$ cat src/rtl/strobe_period_meter_pkg.sv
// Shared types and constants for the strobe period meter.
// Holds the FSM state encoding, default parameter values and the
// parameter legality check used at elaboration time.
package meter_pkg;

   typedef enum logic [1:0] {
      IDLE   = 2'd0,
      MEAS   = 2'd1,
      LOCKED = 2'd2
   } meter_state_e;

   localparam int DEF_CNT_W      = 16;
   localparam int DEF_EXP_PERIOD = 7;
   localparam int DEF_LOCK_CNT   = 4;
   localparam int DEF_TIMEOUT    = 1024;

   // True when 1 <= exp_period <= timeout < 2^cnt_w, timeout >= 2 and lock_cnt >= 1.
   function automatic bit params_legal(int cnt_w, int exp_period, int lock_cnt, int timeout);
      longint limit;
      limit = 64'sd1 << cnt_w;
      return (exp_period >= 32'sd1) && (exp_period <= timeout) &&
             (timeout >= 32'sd2) && (longint'(timeout) < limit) &&
             (lock_cnt >= 32'sd1) && (cnt_w >= 32'sd2) && (cnt_w <= 32'sd31);
   endfunction

endpackage

$ cat src/rtl/strobe_period_meter_if.sv
// Strobe input / measurement result bundle of the strobe period meter.
// master = the block feeding the strobe and observing the results,
// slave  = the meter itself.
interface strobe_period_meter_if
   import meter_pkg::*;
#(
   parameter int CNT_W = DEF_CNT_W
);
   logic             strobe_in;
   logic             clr;
   logic [CNT_W-1:0] period;
   logic             period_vld;
   logic             locked;
   logic             mismatch;
   logic             timeout;

   modport master (
      output strobe_in, clr,
      input  period, period_vld, locked, mismatch, timeout
   );

   modport slave (
      input  strobe_in, clr,
      output period, period_vld, locked, mismatch, timeout
   );
endinterface

$ cat src/rtl/strobe_period_meter_sync_rise_det.sv
// Synchroniser plus rising-edge detector for an asynchronous input.
// Two flops bring the signal into the sys_clk domain, a third holds the
// previous synchronised value; rise is a one-cycle pulse per 0->1 change.
// A stuck-high input gives exactly one pulse.
module sync_rise_det (
   input  logic sys_clk,
   input  logic sys_rst_n,
   input  logic async_in,
   output logic rise
);
   logic s1_r;
   logic s2_r;
   logic s3_r;

   // Two-stage synchroniser followed by the edge-history flop.
   always_ff @(posedge sys_clk or negedge sys_rst_n) begin
      if (!sys_rst_n) begin
         s1_r <= 1'b0;
         s2_r <= 1'b0;
         s3_r <= 1'b0;
      end else begin
         s1_r <= async_in;
         s2_r <= s1_r;
         s3_r <= s2_r;
      end
   end

   assign rise = s2_r & ~s3_r;
endmodule

$ cat src/rtl/strobe_period_meter.sv
// Strobe period meter: measures the sys_clk period of an asynchronous
// strobe, compares it against EXP_PERIOD and reports lock, mismatch and
// loss-of-signal. The first rising edge after reset, clear or timeout only
// arms the meter; every later edge produces one measurement.
module strobe_period_meter
   import meter_pkg::*;
#(
   parameter int CNT_W      = DEF_CNT_W,
   parameter int EXP_PERIOD = DEF_EXP_PERIOD,
   parameter int LOCK_CNT   = DEF_LOCK_CNT,
   parameter int TIMEOUT    = DEF_TIMEOUT
)(
   input  logic                  sys_clk,
   input  logic                  sys_rst_n,
   strobe_period_meter_if.slave  bus
);
   localparam int MW = $clog2(LOCK_CNT + 1);
   localparam logic [CNT_W-1:0] EXP_V     = CNT_W'(EXP_PERIOD);
   localparam logic [CNT_W-1:0] TIMEOUT_V = CNT_W'(TIMEOUT);
   localparam logic [MW-1:0]    LOCK_V    = MW'(LOCK_CNT);

   if (!params_legal(CNT_W, EXP_PERIOD, LOCK_CNT, TIMEOUT)) begin : g_bad_params
      $error("strobe_period_meter: illegal parameter combination");
   end

   logic             rise_s;
   logic [CNT_W-1:0] cnt_inc_s;
   logic [MW-1:0]    match_inc_s;

   meter_state_e     state_r;
   logic [CNT_W-1:0] cnt_r;
   logic [MW-1:0]    match_r;
   logic [CNT_W-1:0] period_r;
   logic             period_vld_r;
   logic             locked_r;
   logic             mismatch_r;
   logic             timeout_r;

   sync_rise_det u_sync_rise_det (
      .sys_clk   (sys_clk),
      .sys_rst_n (sys_rst_n),
      .async_in  (bus.strobe_in),
      .rise      (rise_s)
   );

   // Saturating increments: cnt stops at TIMEOUT, match counter at LOCK_CNT.
   always_comb begin
      cnt_inc_s   = cnt_r;
      match_inc_s = match_r;
      if (cnt_r < TIMEOUT_V) begin
         cnt_inc_s = cnt_r + CNT_W'(1'b1);
      end else begin
         cnt_inc_s = cnt_r;
      end
      if (match_r < LOCK_V) begin
         match_inc_s = match_r + MW'(1'b1);
      end else begin
         match_inc_s = match_r;
      end
   end

   // Measurement FSM with registered results; clr overrides all activity.
   always_ff @(posedge sys_clk or negedge sys_rst_n) begin
      if (!sys_rst_n) begin
         state_r      <= IDLE;
         cnt_r        <= '0;
         match_r      <= '0;
         period_r     <= '0;
         period_vld_r <= 1'b0;
         locked_r     <= 1'b0;
         mismatch_r   <= 1'b0;
         timeout_r    <= 1'b0;
      end else if (bus.clr) begin
         state_r      <= IDLE;
         cnt_r        <= '0;
         match_r      <= '0;
         period_vld_r <= 1'b0;
         locked_r     <= 1'b0;
         mismatch_r   <= 1'b0;
         timeout_r    <= 1'b0;
      end else begin
         period_vld_r <= 1'b0;
         mismatch_r   <= 1'b0;
         timeout_r    <= 1'b0;
         case (state_r)
            IDLE: begin
               if (rise_s) begin
                  state_r <= MEAS;
                  cnt_r   <= CNT_W'(1'b1);
               end else begin
                  cnt_r   <= cnt_inc_s;
               end
            end
            MEAS, LOCKED: begin
               if (rise_s) begin
                  // A rise always wins over a simultaneous timeout.
                  period_r     <= cnt_r;
                  period_vld_r <= 1'b1;
                  cnt_r        <= CNT_W'(1'b1);
                  if (cnt_r == EXP_V) begin
                     match_r <= match_inc_s;
                     if (match_inc_s == LOCK_V) begin
                        state_r  <= LOCKED;
                        locked_r <= 1'b1;
                     end else begin
                        state_r  <= state_r;
                        locked_r <= locked_r;
                     end
                  end else begin
                     mismatch_r <= 1'b1;
                     match_r    <= '0;
                     locked_r   <= 1'b0;
                     state_r    <= MEAS;
                  end
               end else if (cnt_r == TIMEOUT_V) begin
                  timeout_r <= 1'b1;
                  locked_r  <= 1'b0;
                  match_r   <= '0;
                  state_r   <= IDLE;
                  cnt_r     <= cnt_inc_s;
               end else begin
                  cnt_r     <= cnt_inc_s;
               end
            end
            default: begin
               state_r  <= IDLE;
               cnt_r    <= '0;
               match_r  <= '0;
               locked_r <= 1'b0;
            end
         endcase
      end
   end

   assign bus.period     = period_r;
   assign bus.period_vld = period_vld_r;
   assign bus.locked     = locked_r;
   assign bus.mismatch   = mismatch_r;
   assign bus.timeout    = timeout_r;
endmodule

$ cat src/flat_wrapper.sv
// flat-port wrapper written by rule: the top's interface ports become plain ports
module strobe_period_meter_flat import meter_pkg::*;
#(
   parameter int CNT_W      = DEF_CNT_W,
   parameter int EXP_PERIOD = DEF_EXP_PERIOD,
   parameter int LOCK_CNT   = DEF_LOCK_CNT,
   parameter int TIMEOUT    = DEF_TIMEOUT
)
  (sys_clk, sys_rst_n, bus_strobe_in, bus_clr, bus_period, bus_period_vld, bus_locked, bus_mismatch, bus_timeout);
  strobe_period_meter_if #(.CNT_W(CNT_W)) bus_i ();
  input  logic sys_clk;
  input  logic sys_rst_n;
  input wire logic [$bits(bus_i.strobe_in)-1:0] bus_strobe_in;
  input wire logic [$bits(bus_i.clr)-1:0] bus_clr;
  output wire logic [$bits(bus_i.period)-1:0] bus_period;
  output wire logic [$bits(bus_i.period_vld)-1:0] bus_period_vld;
  output wire logic [$bits(bus_i.locked)-1:0] bus_locked;
  output wire logic [$bits(bus_i.mismatch)-1:0] bus_mismatch;
  output wire logic [$bits(bus_i.timeout)-1:0] bus_timeout;
  assign bus_i.strobe_in = bus_strobe_in;
  assign bus_i.clr = bus_clr;
  assign bus_period = bus_i.period;
  assign bus_period_vld = bus_i.period_vld;
  assign bus_locked = bus_i.locked;
  assign bus_mismatch = bus_i.mismatch;
  assign bus_timeout = bus_i.timeout;
  strobe_period_meter #(.CNT_W(CNT_W), .EXP_PERIOD(EXP_PERIOD), .LOCK_CNT(LOCK_CNT), .TIMEOUT(TIMEOUT)) u_core (.sys_clk(sys_clk), .sys_rst_n(sys_rst_n), .bus(bus_i));
endmodule
$ cat config.mk
export PLATFORM = sky130hd
export DESIGN_NAME = strobe_period_meter_flat
export DESIGN_NICKNAME = d
export VERILOG_FILES = /design/src/rtl/strobe_period_meter_pkg.sv /design/src/rtl/strobe_period_meter_if.sv /design/src/rtl/strobe_period_meter_sync_rise_det.sv /design/src/rtl/strobe_period_meter.sv /design/src/flat_wrapper.sv
export SDC_FILE = /design/constraint.sdc
export NUM_CORES = 1
export LEC_CHECK = 0
export ABC_AREA = 1
export BUFFER_PORTS_ARGS = -buffer_cell sky130_fd_sc_hd__buf_2
export CELL_PAD_IN_SITES_DETAIL_PLACEMENT = 0
export CELL_PAD_IN_SITES_GLOBAL_PLACEMENT = 2
export CORE_MARGIN = 4
export CORE_UTILIZATION = 30
export DETAILED_ROUTE_END_ITERATION = 6
export PLACE_DENSITY_LB_ADDON = 0.1
export SYNTH_ARGS = -nofsm -noshare
export SYNTH_HDL_FRONTEND = slang
export SYNTH_SLANG_ARGS = --single-unit
$ cat constraint.sdc
create_clock -name sys_clk -period 2.3 [get_ports sys_clk]
set_clock_uncertainty 0.1 [all_clocks]
set_input_delay 0.115 -clock sys_clk [delete_from_list [all_inputs] [get_ports sys_clk]]
set_output_delay 0.115 -clock sys_clk [all_outputs]
set_load 0.03 [all_outputs]
Yosys cells after proc, flatten, opt, wreduce, memory -nomap -nowiden:

Index checks and enable logic that the tools add are counted.

* bits of input ports: 4
* logic and storage cells: 69
* RAM bits: 0
* flip-flop bits (word level): 44
* memories: 0
* output and inout bits: 20
* bits in latches: 0
* bits in read-only memories: 0

* equality and inequality tests: 10
* shift operators: 0
* add/sub/neg operators: 2
* multiplexer cells: 34
* reductions and logical operators: 7
* $mul: 0
* bitwise operators: 3
* divide/modulo/power cells: 0
* magnitude comparators: 2

Operators with widths (count)
* 2-to-1 mux 16 bit: 4
* adder 16 x 1 -> 16 bit, second input constant: 1
* equality test 16 x 11 -> 1 bit, second input constant: 1
* equality test 16 x 3 -> 1 bit, second input constant: 1
* < comparator 16 x 11 -> 1 bit, second input constant: 1
* 2-to-1 mux 1 bit: 16
* 2-to-1 mux 3 bit: 5
* 2-to-1 mux 2 bit: 6
* AND reduction 3 bit: 3
* case mux 3 bit (2 select lines): 1
* != test 5 bit, second input constant: 1
* != test 4 x 1 -> 1 bit, second input constant: 1
* != test 4 x 2 -> 1 bit, second input constant: 1
* case mux 2 bit (2 select lines): 1
* adder 3 x 1 -> 3 bit, second input constant: 1
* equality test 3 bit, second input constant: 1
* < comparator 3 bit, second input constant: 1
* != test 3 x 2 -> 1 bit, second input constant: 1
* OR reduction 3 bit: 1
* equality test 2 x 1 -> 1 bit, second input constant: 1
* equality test 2 bit, second input constant: 1
* logical NOT 2 bit: 1
* != test 2 bit, second input constant: 1
* inverter 1 bit: 2
* 4 further kinds: 4

Logic depth before layout (Yosys ltp):

Gate-level depths: netlist of run 1.

* word-level depth: 8
* mapped depth: 11

Hierarchy:

A second synthesis of run 1 with hierarchy kept.

* cells, all modules: 238
* area total of the unflattened synthesis: 1998.2 um2

By module, submodules not included
* strobe_period_meter: area each 1913.1 um2, cells each 233, times used 1, sequential area each 1026.0 um2
* sync_rise_det: area each 85.1 um2, cells each 5, times used 1, sequential area each 75.1 um2

Worst setup path before layout of run 1:

Ideal clock, no wire load.

* kind: register to register
* from: reg u_core.state_r[0]
* to: reg u_core.cnt_r[9]
* required time: 2.081 ns
* stages on the path, launching flop included: 8
* buffers on the path: 1
* setup time: 0.119 ns
* period minus slack after synthesis: 1.591 ns
* arrival time: 1.372 ns
* path slack: 0.709 ns
* cells stage by stage: dfrtp_1 > ha_1 > or2_4 > nor2_8 > nand2_2 > buf_6 > a21oi_1 > nor2_1

* cells in the longest elaborated chain, start to end: 4

RTL lines
* start, declared: RTL line strobe_period_meter.sv:30 `meter_state_e state_r;`
* start signal, assigned: RTL line strobe_period_meter.sv:106 `state_r <= state_r;`
* equality test 2 x 1 -> 1 bit, or another cell as far along: RTL line strobe_period_meter.sv:85 `case (state_r)`
* OR reduction 3 bit (no source line) (*)
* 2-to-1 mux 16 bit
* 2-to-1 mux 16 bit: RTL line strobe_period_meter.sv:73 `end else if (bus.clr) begin`
* end signal, assigned: RTL line strobe_period_meter.sv:89 `cnt_r <= CNT_W'(1'b1);`
* end signal, assigned: RTL line strobe_period_meter.sv:91 `cnt_r <= cnt_inc_s;`
* end signal, assigned: RTL line strobe_period_meter.sv:99 `cnt_r <= CNT_W'(1'b1);`
* end, declared: RTL line strobe_period_meter.sv:31 `logic [CNT_W-1:0] cnt_r;`

Every way passes the cells marked *; elsewhere a longest branch is shown, timed or not.
A chain may end at the register's enable or synchronous reset.

Worst setup path in the final report of run 1:

* from: reg u_core.state_r[0]
* to: reg u_core.cnt_r[8]

The elaborated chain is that of the path after synthesis.

==> run_results.csv, run 1 <==
group,metric,value,unit
detailed_routing,drtPass1Iterations,4,
detailed_routing,viasPerCell,4.40,
timing,hold_viol,0,
setup_path,r2r_start,"u_core.state_r[0]$_DFFE_PN0P_",
detailed_routing,post_drt_wl_per_cell,12.6,µm
floorplanning,core-area,6760,µm²
floorplanning,io_pins,24,
synthesis,synth.area.mux_share,0,%
floorplanning,die_width,91.2,µm
timing,final-max-slew-violation-count,0,
synthesis,synth.avg_cell_area,8.65,µm²
setup_path,crit_path_end_kind,"flop",
cells_and_area,finalNetCount,280,
power_and_ir_drop,p_leak,1.25,nW
grt,grt_max_degree,31,
clock_network,clk_latency,300,ps
clock_network,clk_path_buf_depth,2,
cells_and_area,fin_area,2420,µm²
run,cap_violations,0,
detailed_routing,routed_wl,4440,µm
setup_path,arrival,1930,ps
grt,grt_first_pass_wirelength,7980,µm
cells_and_area,multiInputGateArea,823,µm²
timing,fmax,0.545,GHz
synthesis,synth_area,2080,µm²
placement,dp_slack,445,ps
synthesis,synthCells,240,
setup_path,crit_fanout,14,
placement,dp_hpwl,3330,µm
setup_path,critical_path_class,"reg -> reg",
power_and_ir_drop,vdd_drop_max,0.227,mV
detailed_routing,num_vias,1548,
setup_path,reg2reg_to,"u_core.cnt_r[8]$_DFFE_PN0P_",
timing,fin_crit_sh,79.8,%
synthesis,yosys_warnings,0,
synthesis,synth-adder-area-share,3.01,%
synthesis,synth-xor-area-share,0.844,%
setup_path,worstSetupStartpointType,"flop",
synthesis,ys_types,25,
floorplanning,die_height,91.2,µm
synthesis,synth_compound_area_share,7.23,%
cells_and_area,num-fill-cells,738,
cells_and_area,antenna_cells,0,
hold_path,hold_path_class,"in -> async",
clock_network,cts_max_level,2,
grt,antenna_found_initial,0,
setup_path,crit_required,2390,ps
placement,placed_cell_area,2270,µm²
clock_network,numClockSinks,44,
clock_network,cts_buffers,5,
cells_and_area,regArea,1100,µm²
floorplanning,rows,30,
synthesis,ys_seq_elements,44,
timing,period_minus_slack,1840,ps
timing,setup_viol,0,
synthesis,seq_area_frac_synth,53.0,%
detailed_routing,final_antenna_net_count,0,
outcome,status,"completed",
synthesis,synth_top_family_by_area,"simple AND/OR/NAND/NOR gates",
detailed_routing,route.detailed.drc,0,
timing,setup_slack,465,ps
placement,numPortBuffers,23,
floorplanning,initial_utilization,30.7,%
timing,finalSetupTns,0,ps
grt,grt_overflow,0,
clock_network,cts_root_buffer,"clkbuf_8",
clock_network,cts_tree,"built",
timing,grt_setup_unrepaired,"no",
setup_path,r2r_slack,460,ps
power_and_ir_drop,power_density,754,nW/µm²
timing,slew-limit-headroom,73.7,%
cells_and_area,syn_to_final_growth,16.8,%
synthesis,synth-simple-area-share,28.6,%
clock_network,clk_pin_slew,90,ps
floorplanning,dieArea,8310,µm²
grt,grt_pass1_vias,1538,
clock_network,post_cts_buffers,0,
detailed_routing,first_iter_violations,37,
grt,grt.total_usage,11.9,%
synthesis,syn_nets,249,
setup_path,rr_worst_depth,7,
cells_and_area,drive_above_1_share,19.5,%
timing,tightest_slew,394,ps
clock_network,ctsResizeCount,0,
placement,gp_congestion,0.695,
-- Yosys cell counts --
library cell  count  area, µm²
nor2_8            3       60.1
inv_2             1       3.75
or2_4             1       8.76
nand2_2           5       31.3
nor2_4            1       11.3
xnor2_1           1       8.76
nand2_1          54        203
nand3_2           2       20.0
and2_4            1       8.76
nor2_2            4       25.0
buf_6             2       22.5
buf_2             2       10.0
o21ai_0          11       55.1
nor2_1           34        128
xor2_1            1       8.76
o21ai_1           8       40.0
inv_4             1       6.26
nand3_1          10       50.1
a21oi_1          11       55.1
or2_2             1       6.26
dfrtp_1          44       1100
inv_1            29        109
ha_1              5       62.6
nand4_1           1       6.26
nor3_1            7       35.0
-- through the flow --
| stage | total power, W | hold slack [ps] | cells | utilization [%] |
|---|---|---|---|---|
| after floorplan | 0.00113 | -281 | 240 | - |
| after global placement | 0.00122 | -46.6 | 341 | 33.6 |
| after detailed placement | 0.00122 | -45.6 | 341 | 33.6 |
| after CTS | 0.00186 | 162 | 352 | 35.9 |
| after global routing | 0.00196 | 192 | 352 | 35.9 |
| final | 0.00183 | 155 | 352 | 35.9 |
-- layer usage --
| metal | vias to the layer above | GRT usage, % | routed length, µm |
|---|---|---|---|
| met3 | 6 | 2.57 | 167 |
| li1 | 812 | - | - |
| met4 | 0 | 3.39 | 59 |
| met2 | 23 | 16.3 | 1830 |
| met5 | - | 0 | 0 |
| met1 | 707 | 18.4 | 2380 |
-- cell usage in the layout (no fill, tap or decap) --
master | synthesis | final
a21oi_1 | 11 | 11
and2_4 | 1 | 1
buf_2 | 2 | 23
buf_4 | 0 | 2
bufinv_16 | 0 | 1
clkbuf_8 | 0 | 6
clkinv_4 | 0 | 1
dfrtp_1 | 44 | 44
dlygate4sd3_1 | 0 | 3
ha_1 | 5 | 5
inv_1 | 29 | 29
inv_2 | 1 | 1
inv_4 | 1 | 1
nand2_1 | 54 | 54
nand2_2 | 5 | 5
nand3_1 | 10 | 10
nand3_2 | 2 | 2
nand4_1 | 1 | 1
nor2_1 | 34 | 34
nor2_2 | 4 | 4
nor2_4 | 1 | 1
nor2_8 | 3 | 3
nor3_1 | 7 | 7
o21ai_0 | 11 | 11
o21ai_1 | 8 | 8
or2_2 | 1 | 1
or2_4 | 1 | 1
xnor2_1 | 1 | 1
xor2_1 | 1 | 1
-- power by group --
| part | internal [W] | switching, W |
|---|---|---|
| registers | 0.000827 | 0.0000377 |
| logic | 0.000112 | 0.000224 |
| clock network | 0.000355 | 0.000273 |
-- final cells by class --
type | instances | share of cell area, %
sequential | 44 | 45.4
multi-input combinational | 161 | 34.0
clock buffer | 6 | 3.41
timing repair buffer | 28 | 6.60
tap | 80 | 4.13
clock inverter | 2 | 1.60
inverter | 31 | 4.90
-- critical path, cell delays in order (launching register included) --
cell and delay (ps):
dfrtp_1 410, ha_1 220, or2_4 290, nor2_8 150, nand2_2 210, and2_4 230
nor2_1 80, nor2_1 50
-- repair_timing --
action                     CTS  global route
hold buffers                 3             0
setup endpoints to repair    0             0
hold endpoints to repair    16             0
-- kinds of logic after synthesis --
family	Yosys count
compound gates	30
xor+xnor	2
fa+ha+maj	5
buf+inv	35
flops	44
simple gates	124
-- sequential cells by signal, summed over array words and instances (netlist names) --
register	count
u_core.bus.period_vld	1
u_core.u_sync_rise_det.s1_r	1
u_core.bus.locked	1
u_core.bus.mismatch	1
u_core.u_sync_rise_det.s2_r	1
u_core.cnt_r	16
u_core.state_r	2
u_core.bus.timeout	1
u_core.bus.period	16
u_core.match_r	3
u_core.u_sync_rise_det.s3_r	1
-- worst max path at each step --
stage	endpoint	from	slack, ps
final	u_core.cnt_r[8]$_DFFE_PN0P_	u_core.state_r[0]$_DFFE_PN0P_	460
after floorplan	u_core.cnt_r[9]$_DFFE_PN0P_	u_core.state_r[0]$_DFFE_PN0P_	710
after CTS	u_core.cnt_r[8]$_DFFE_PN0P_	u_core.state_r[0]$_DFFE_PN0P_	420
after global placement	u_core.cnt_r[8]$_DFFE_PN0P_	u_core.state_r[0]$_DFFE_PN0P_	450
after global routing	u_core.bus.period[1]$_DFFE_PN0P_	u_core.state_r[0]$_DFFE_PN0P_	280
after detailed placement	u_core.cnt_r[8]$_DFFE_PN0P_	u_core.state_r[0]$_DFFE_PN0P_	450
Power figures use the tool's default switching activity.
==> inputs of run 2 (changes only) <==
- clock period: 2.3 -> 1.6 ns (I/O delays scaled with it)
==> run 2 against run 1 <==
Against the previous run:
- sequential share of layout area is 7.5 points lower
- final cell count grew 9.9%
- largest cell class unchanged
- die area unchanged
==> run_results.csv, run 2 (synthesis gave the netlist of run 1 again) <==
group,metric,value,unit
timing,hold_viol,0,
clock_network,clk_latency,290,ps
setup_path,worstSetupStartpointType,"flop",
clock_network,numClockSinks,44,
grt,grt_first_pass_wirelength,8400,µm
timing,setup_viol,0,
placement,dp_hpwl,3390,µm
floorplanning,dieArea,8310,µm²
setup_path,slowest_delay,390,ps
cells_and_area,syn_to_final_growth,39.8,%
timing,tightest_slew,243,ps
power_and_ir_drop,p_leak,1.46,nW
timing,grt_setup_unrepaired,"yes",
clock_network,cts_tree,"built",
hold_path,hold_path_class,"in -> async",
power_and_ir_drop,swShare,30.4,%
setup_path,crit_required,1740,ps
grt,grt.total_usage,12.6,%
cells_and_area,final_cell_mix,"44 x dfrtp_1, 35 x nand2_1, 31 x buf_4",
power_and_ir_drop,p_seq_share,42.9,%
power_and_ir_drop,vdd_drop_max,0.349,mV
timing,finalSetupTns,0,ps
cells_and_area,antenna_cells,0,
detailed_routing,first_iter_violations,39,
setup_path,cp_cell_sequence,"ha_1 > o21ai_2 > nand2_1 > nor2_2 > buf_4 > nor2_1 > nor2_1 > nand2_1 > nand2_1",
timing,final-max-slew-violation-count,0,
run,cap_violations,0,
timing,slew-limit-headroom,83.7,%
placement,gp_congestion,0.758,
placement,dp_slack,-129,ps
setup_path,reg2reg_to,"u_core.state_r[0]$_DFFE_PN0P_",
cells_and_area,layout_commonest_cell,"dfrtp_1",
power_and_ir_drop,intPower,0.00203,W
setup_path,r2r_start,"u_core.match_r[0]$_DFFE_PN0P_",
floorplanning,io_pins,24,
floorplanning,die_height,91.2,µm
cells_and_area,num-fill-cells,697,
floorplanning,core-area,6760,µm²
clock_network,cts_buffers,5,
outcome,status,"completed",
grt,antenna_found_initial,0,
grt,grt_pass1_vias,1769,
detailed_routing,num_vias,1726,
timing,fin_crit_sh,99.9,%
clock_network,cts_root_buffer,"clkbuf_8",
grt,grt_overflow,0,
setup_path,critical_path_class,"reg -> reg",
setup_path,crit_fanout,3,
detailed_routing,routed_wl,5080,µm
power_and_ir_drop,pwr-share-clk,29.2,%
timing,period_minus_slack,1600,ps
timing,setup_slack,1.27,ps
floorplanning,die_width,91.2,µm
setup_path,crit_path_end_kind,"flop",
power_and_ir_drop,power_density,1000,nW/µm²
setup_path,arrival,1740,ps
detailed_routing,drtPass1Iterations,4,
cells_and_area,drive_above_1_share,42.0,%
timing,fmax,0.625,GHz
floorplanning,initial_utilization,30.7,%
setup_path,r2r_slack,1,ps
placement,numPortBuffers,23,
grt,grt_max_degree,45,
detailed_routing,route.detailed.drc,0,
setup_path,rr_worst_depth,9,
clock_network,clk_pin_slew,90,ps
clock_network,clk_path_buf_depth,2,
clock_network,cts_max_level,2,
floorplanning,rows,30,
power_and_ir_drop,switching_power,0.000886,W
cells_and_area,finalNetCount,315,
power_and_ir_drop,combinationalPowerShare,27.9,%
setup_path,crit_top_cell,"nand2_1",
detailed_routing,final_antenna_net_count,0,
setup_path,slowest_stage,"dfrtp_1",
detailed_routing,post_drt_wl_per_cell,13.1,µm
detailed_routing,viasPerCell,4.46,
run 2: changes by cell type in the layout (fill, tap and decap cells not counted), moves of 4 or more:
cell / before / now
buf_4: 2 / 31
inv_1: 29 / 23
inv_2: 1 / 6
nand2_1: 54 / 35
nand2_2: 5 / 20
nor2_1: 34 / 30
o21ai_0: 11 / 2
o21ai_1: 8 / 12
o21ai_2: 0 / 5
run 2: how the worst max path moves through the flow:
stage,cells past startpoint,from,slack (ps),endpoint
finish,9,u_core.match_r[0]$_DFFE_PN0P_,1,u_core.state_r[0]$_DFFE_PN0P_
detailed placement,8,u_core.state_r[0]$_DFFE_PN0P_,-130,u_core.state_r[1]$_DFFE_PN0P_
global route,9,u_core.match_r[0]$_DFFE_PN0P_,-110,u_core.state_r[0]$_DFFE_PN0P_
CTS,11,u_core.cnt_r[1]$_DFFE_PN0P_,0.2,u_core.state_r[0]$_DFFE_PN0P_
floorplan,7,u_core.state_r[0]$_DFFE_PN0P_,9,u_core.cnt_r[9]$_DFFE_PN0P_
global placement,8,u_core.state_r[0]$_DFFE_PN0P_,-180,u_core.match_r[0]$_DFFE_PN0P_
run 2: layout make-up:
class                           instances  area (µm²)  share of cell area (%)
Timing Repair Buffer                   63         477                    16.4
Inverter                               31         124                    4.27
Clock inverter                          2        35.0                    1.21
Tap cell                               80         100                    3.45
Clock buffer                            6        72.6                    2.50
Sequential cell                        44        1100                    37.9
Multi-Input combinational cell        161         992                    34.2
run 2: power groups by stage:
stage                     registers (W)  logic [W]  clock network, W
final                           0.00125   0.000813          0.000852
after global routing            0.00126   0.000895          0.000958
after CTS                       0.00124   0.000652          0.000893
after detailed placement        0.00126   0.000591                 0
after global placement          0.00126   0.000603                 0
after floorplan                 0.00132   0.000295                 0
run 2: worst max-delay path: cells and delay by family, from the launching register on:
family / cells / cell delay [ps]
AOI/OAI and AO/OA: 1 / 150
buffers and inverters: 1 / 130
adders and majority gates: 1 / 310
DFF: 1 / 390
and+or+nand+nor: 6 / 470
run 2: what timing repair did:
item,in CTS,in global routing
setup buffers,2,5
cloned,0,2
pin swaps,4,12
setup endpoints to repair,28,31
hold buffers,3,0
hold endpoints to repair,46,0
resized for setup,12,52
run 2: metal layers:
layer | global-route usage [%] | share of wire, %
met5 | 0 | 0
met4 | 3.39 | 1.1
met3 | 3.15 | 2.8
met2 | 19.2 | 44
met1 | 17.7 | 52
run 2: stage by stage:
| stage | utilization [%] | instances | total power (W) | instance area, µm² | hold WS [ps] |
|---|---|---|---|---|---|
| floorplan | - | 240 | 0.00162 | 2080 | -316 |
| detailed placement | 37.0 | 368 | 0.00185 | 2500 | -13.5 |
| finish | 42.9 | 387 | 0.00291 | 2900 | 193 |
| global route | 42.9 | 387 | 0.00311 | 2900 | 203 |
| CTS | 40.0 | 381 | 0.00279 | 2700 | 201 |
| global placement | 37.0 | 368 | 0.00186 | 2500 | -13.0 |
==> inputs of run 3 (changes only) <==
- ABC_AREA: 1 -> default
- CORE_ASPECT_RATIO: default -> 2
==> run 3 against run 2 <==
Against the previous run:
- largest cell class unchanged
- setup slack got worse by 420 ps
- the flow now finishes with violations (negative setup slack)
- register-to-register slack got worse by 420 ps
- global-route usage increased by 1.5 points
- critical path depth decreased by 3
- highest routed layer unchanged
- critical endpoint unchanged
==> run_results.csv, run 3 <==
group,metric,value,unit
outcome,status,"complete, but fails checks",
outcome,violations,"negative setup slack",
setup_path,cp_cell_sequence,"nor4_2 > buf_4 > nand4_1 > or3_4 > o221ai_4 > mux2_4",
grt,grt_first_pass_wirelength,8290,µm
synthesis,synth_top_area_share,57.3,%
setup_path,critical_path_class,"reg -> reg",
synthesis,synth_area_leaders,"dfrtp_1 57%, mux2_2 10%, ha_1 3.3%",
setup_path,slowest_delay,380,ps
setup_path,critical-path-top-delay-family,"simple AND/OR/NAND/NOR gates",
setup_path,crit_start,"u_core.cnt_r[4]$_DFFE_PN0P_",
detailed_routing,routed_wl,5110,µm
floorplanning,die_height,121,µm
clock_network,clk_latency,280,ps
cells_and_area,syn_to_final_growth,57.0,%
synthesis,synthArstFlopShare,100,%
floorplanning,io_pins,24,
timing,setup_slack,-420,ps
detailed_routing,drtPass1Iterations,4,
clock_network,cts_buffers,5,
synthesis,synthFlopType,"dfrtp_1",
cells_and_area,finalNetCount,251,
timing,slew-limit-headroom,61.6,%
timing,hold_viol,0,
setup_path,crit_required,1670,ps
clock_network,cts_root_buffer,"clkbuf_16",
power_and_ir_drop,p_leak,1.47,nW
timing,tightest_slew,575,ps
placement,numPortBuffers,23,
clock_network,cts_max_level,2,
cells_and_area,antenna_cells,0,
setup_path,worstSetupStartpointType,"flop",
detailed_routing,first_iter_violations,48,
floorplanning,core-area,6260,µm²
grt,grt_pass1_vias,1649,
detailed_routing,post_drt_wl_per_cell,15.5,µm
synthesis,yosys-top-cells-count,"44 x dfrtp_1, 17 x mux2_2, 13 x nor2_1",
setup_path,r2r_start,"u_core.cnt_r[4]$_DFFE_PN0P_",
power_and_ir_drop,power_density,943,nW/µm²
detailed_routing,viasPerCell,4.62,
hold_path,hold_path_class,"in -> reg",
synthesis,yosys_warnings,0,
clock_network,clk_path_buf_depth,2,
timing,grt_setup_unrepaired,"yes",
synthesis,yosysMostFrequentCell,"dfrtp_1",
floorplanning,die_width,64.6,µm
synthesis,synthCells,156,
detailed_routing,route.detailed.drc,0,
synthesis,synth_edf_count,0,
timing,period_minus_slack,2020,ps
floorplanning,initial_utilization,30.7,%
detailed_routing,num_vias,1521,
detailed_routing,final_antenna_net_count,0,
setup_path,reg2reg_to,"u_core.state_r[0]$_DFFE_PN0P_",
synthesis,synth_area,1920,µm²
setup_path,r2r_slack,-420,ps
setup_path,rr_worst_depth,6,
grt,antenna_found_initial,0,
setup_path,crit_fanout,2,
clock_network,cts_tree,"built",
setup_path,slowest_stage,"dfrtp_1",
cells_and_area,drive_above_1_share,56.4,%
power_and_ir_drop,vdd_drop_max,0.864,mV
grt,grt_max_degree,45,
cells_and_area,final_cell_mix,"45 x buf_4, 43 x dfrtp_1, 23 x buf_2",
synthesis,ys_types,36,
timing,fin_crit_sh,126,%
grt,grt_overflow,0,
timing,setup_viol,31,
synthesis,netlist.top_cell.by_area,"dfrtp_1",
run,cap_violations,0,
setup_path,crit_path_end_kind,"flop",
cells_and_area,fin_area,3020,µm²
cells_and_area,layout_commonest_cell,"buf_4",
cells_and_area,postLayoutCoreUtil,48.2,%
setup_path,cp.depth,6,
synthesis,synth.avg_cell_area,12.3,µm²
synthesis,seq_area_frac_synth,57.3,%
clock_network,clk_pin_slew,60,ps
placement,gp_congestion,0.737,
floorplanning,rows,41,
timing,fmax,0.495,GHz
clock_network,numClockSinks,44,
placement,dp_hpwl,3400,µm
setup_path,cp-endpoint,"u_core.state_r[0]$_DFFE_PN0P_",
setup_path,arrival,2090,ps
synthesis,syn_nets,165,
floorplanning,dieArea,7830,µm²
timing,final-max-slew-violation-count,0,
placement,placed_cell_area,2510,µm²
setup_path,crit_buf_inv,1,
grt,grt.total_usage,14.0,%
synthesis,ys_seq_elements,44,
[run 3: cell count changes after synthesis, sizes merged, moves of 11 or more]
| cell | delta |
|---|---|
| mux2 | +18 |
| nand3 | -11 |
| o21ai | -18 |
| inv | -25 |
| nor2 | -28 |
| nand2 | -52 |
[run 3: per-layer routing]
| metal | track usage [%] | vias up | part of all wire, % |
|---|---|---|---|
| met3 | 2.78 | 9 | 2.6 |
| met1 | 15.0 | 768 | 37 |
| li1 | - | 721 | - |
| met5 | 0 | - | 0 |
| met2 | 26.2 | 23 | 57 |
| met4 | 5.43 | 0 | 3.1 |
[run 3: tightest hold or removal path: cells and delay by family]
kind	cells	cell delay [ps]
buffers and inverters	2	270
AND/OR/NAND/NOR	2	200
[run 3: power by group]
group / total, W / switching, W / internal, W / leakage (nW)
clock network: 0.00102 / 0.000393 / 0.000622 / 0.0712
logic: 0.000636 / 0.000314 / 0.000322 / 0.794
registers: 0.00120 / 0.0000313 / 0.00117 / 0.600
[run 3: logic make-up (layout without fill, tap and decap cells)]
kind of cell | count (synthesis) | count (layout) | share of synthesized area [%]
AND/OR/NAND/NOR | 56 | 56 | 17.3
flip-flops | 44 | 44 | 57.3
multiplexers | 18 | 18 | 10.5
AO/OA/AOI/OAI | 15 | 15 | 5.66
XOR/XNOR | 9 | 9 | 4.10
buffers and inverters | 9 | 96 | 1.89
adder cells (fa/ha/maj) | 5 | 5 | 3.25
[run 3: repair_timing]
| item | CTS | global route |
|---|---|---|
| pin swaps | 20 | 20 |
| buffers inserted | 11 | 7 |
| resized for setup | 41 | 20 |
| hold buffers | 3 | 0 |
| gates cloned | 2 | 0 |
| endpoints found under the setup margin | 34 | 35 |
| endpoints found under the hold margin | 46 | 0 |
[run 3: worst min path at each step]
| stage | from | to | slack [ps] | cells past startpoint |
|---|---|---|---|---|
| 2_1_floorplan | sys_rst_n | u_core.bus.locked$_DFFE_PN0P_ | -320 | 0 |
| 3_3_place_gp | sys_rst_n | u_core.bus.timeout$_DFF_PN0_ | 90 | 2 |
| 3_5_place_dp | sys_rst_n | u_core.bus.timeout$_DFF_PN0_ | 100 | 2 |
| 4_1_cts | bus_clr | u_core.bus.timeout$_DFF_PN0_ | 160 | 4 |
| 5_1_grt | bus_clr | u_core.cnt_r[1]$_DFFE_PN0P_ | 220 | 4 |
| 6_report | bus_clr | u_core.cnt_r[5]$_DFFE_PN0P_ | 200 | 4 |
[run 3: layout make-up]
type / count / area (µm²)
flip-flops and latches: 44 / 1100
inverters: 6 / 22.5
multi-input cells: 103 / 1030
clock buffers: 8 / 146
well taps: 86 / 108
fillers: 600 / 3240
repair buffers: 82 / 614
[run 3: metrics by stage]
step                setup slack [ps]  hold WS (ps)  TNS, ps  cells  power (W)
floorplan                       -428          -316    -2340    156    0.00146
global placement                -500          88.4    -5140    304    0.00166
detailed placement              -509           101    -5280    304    0.00167
CTS                             -477           157    -4800    326    0.00286
global route                    -557           223    -7820    329    0.00297
finish                          -420           203    -5110    329    0.00285
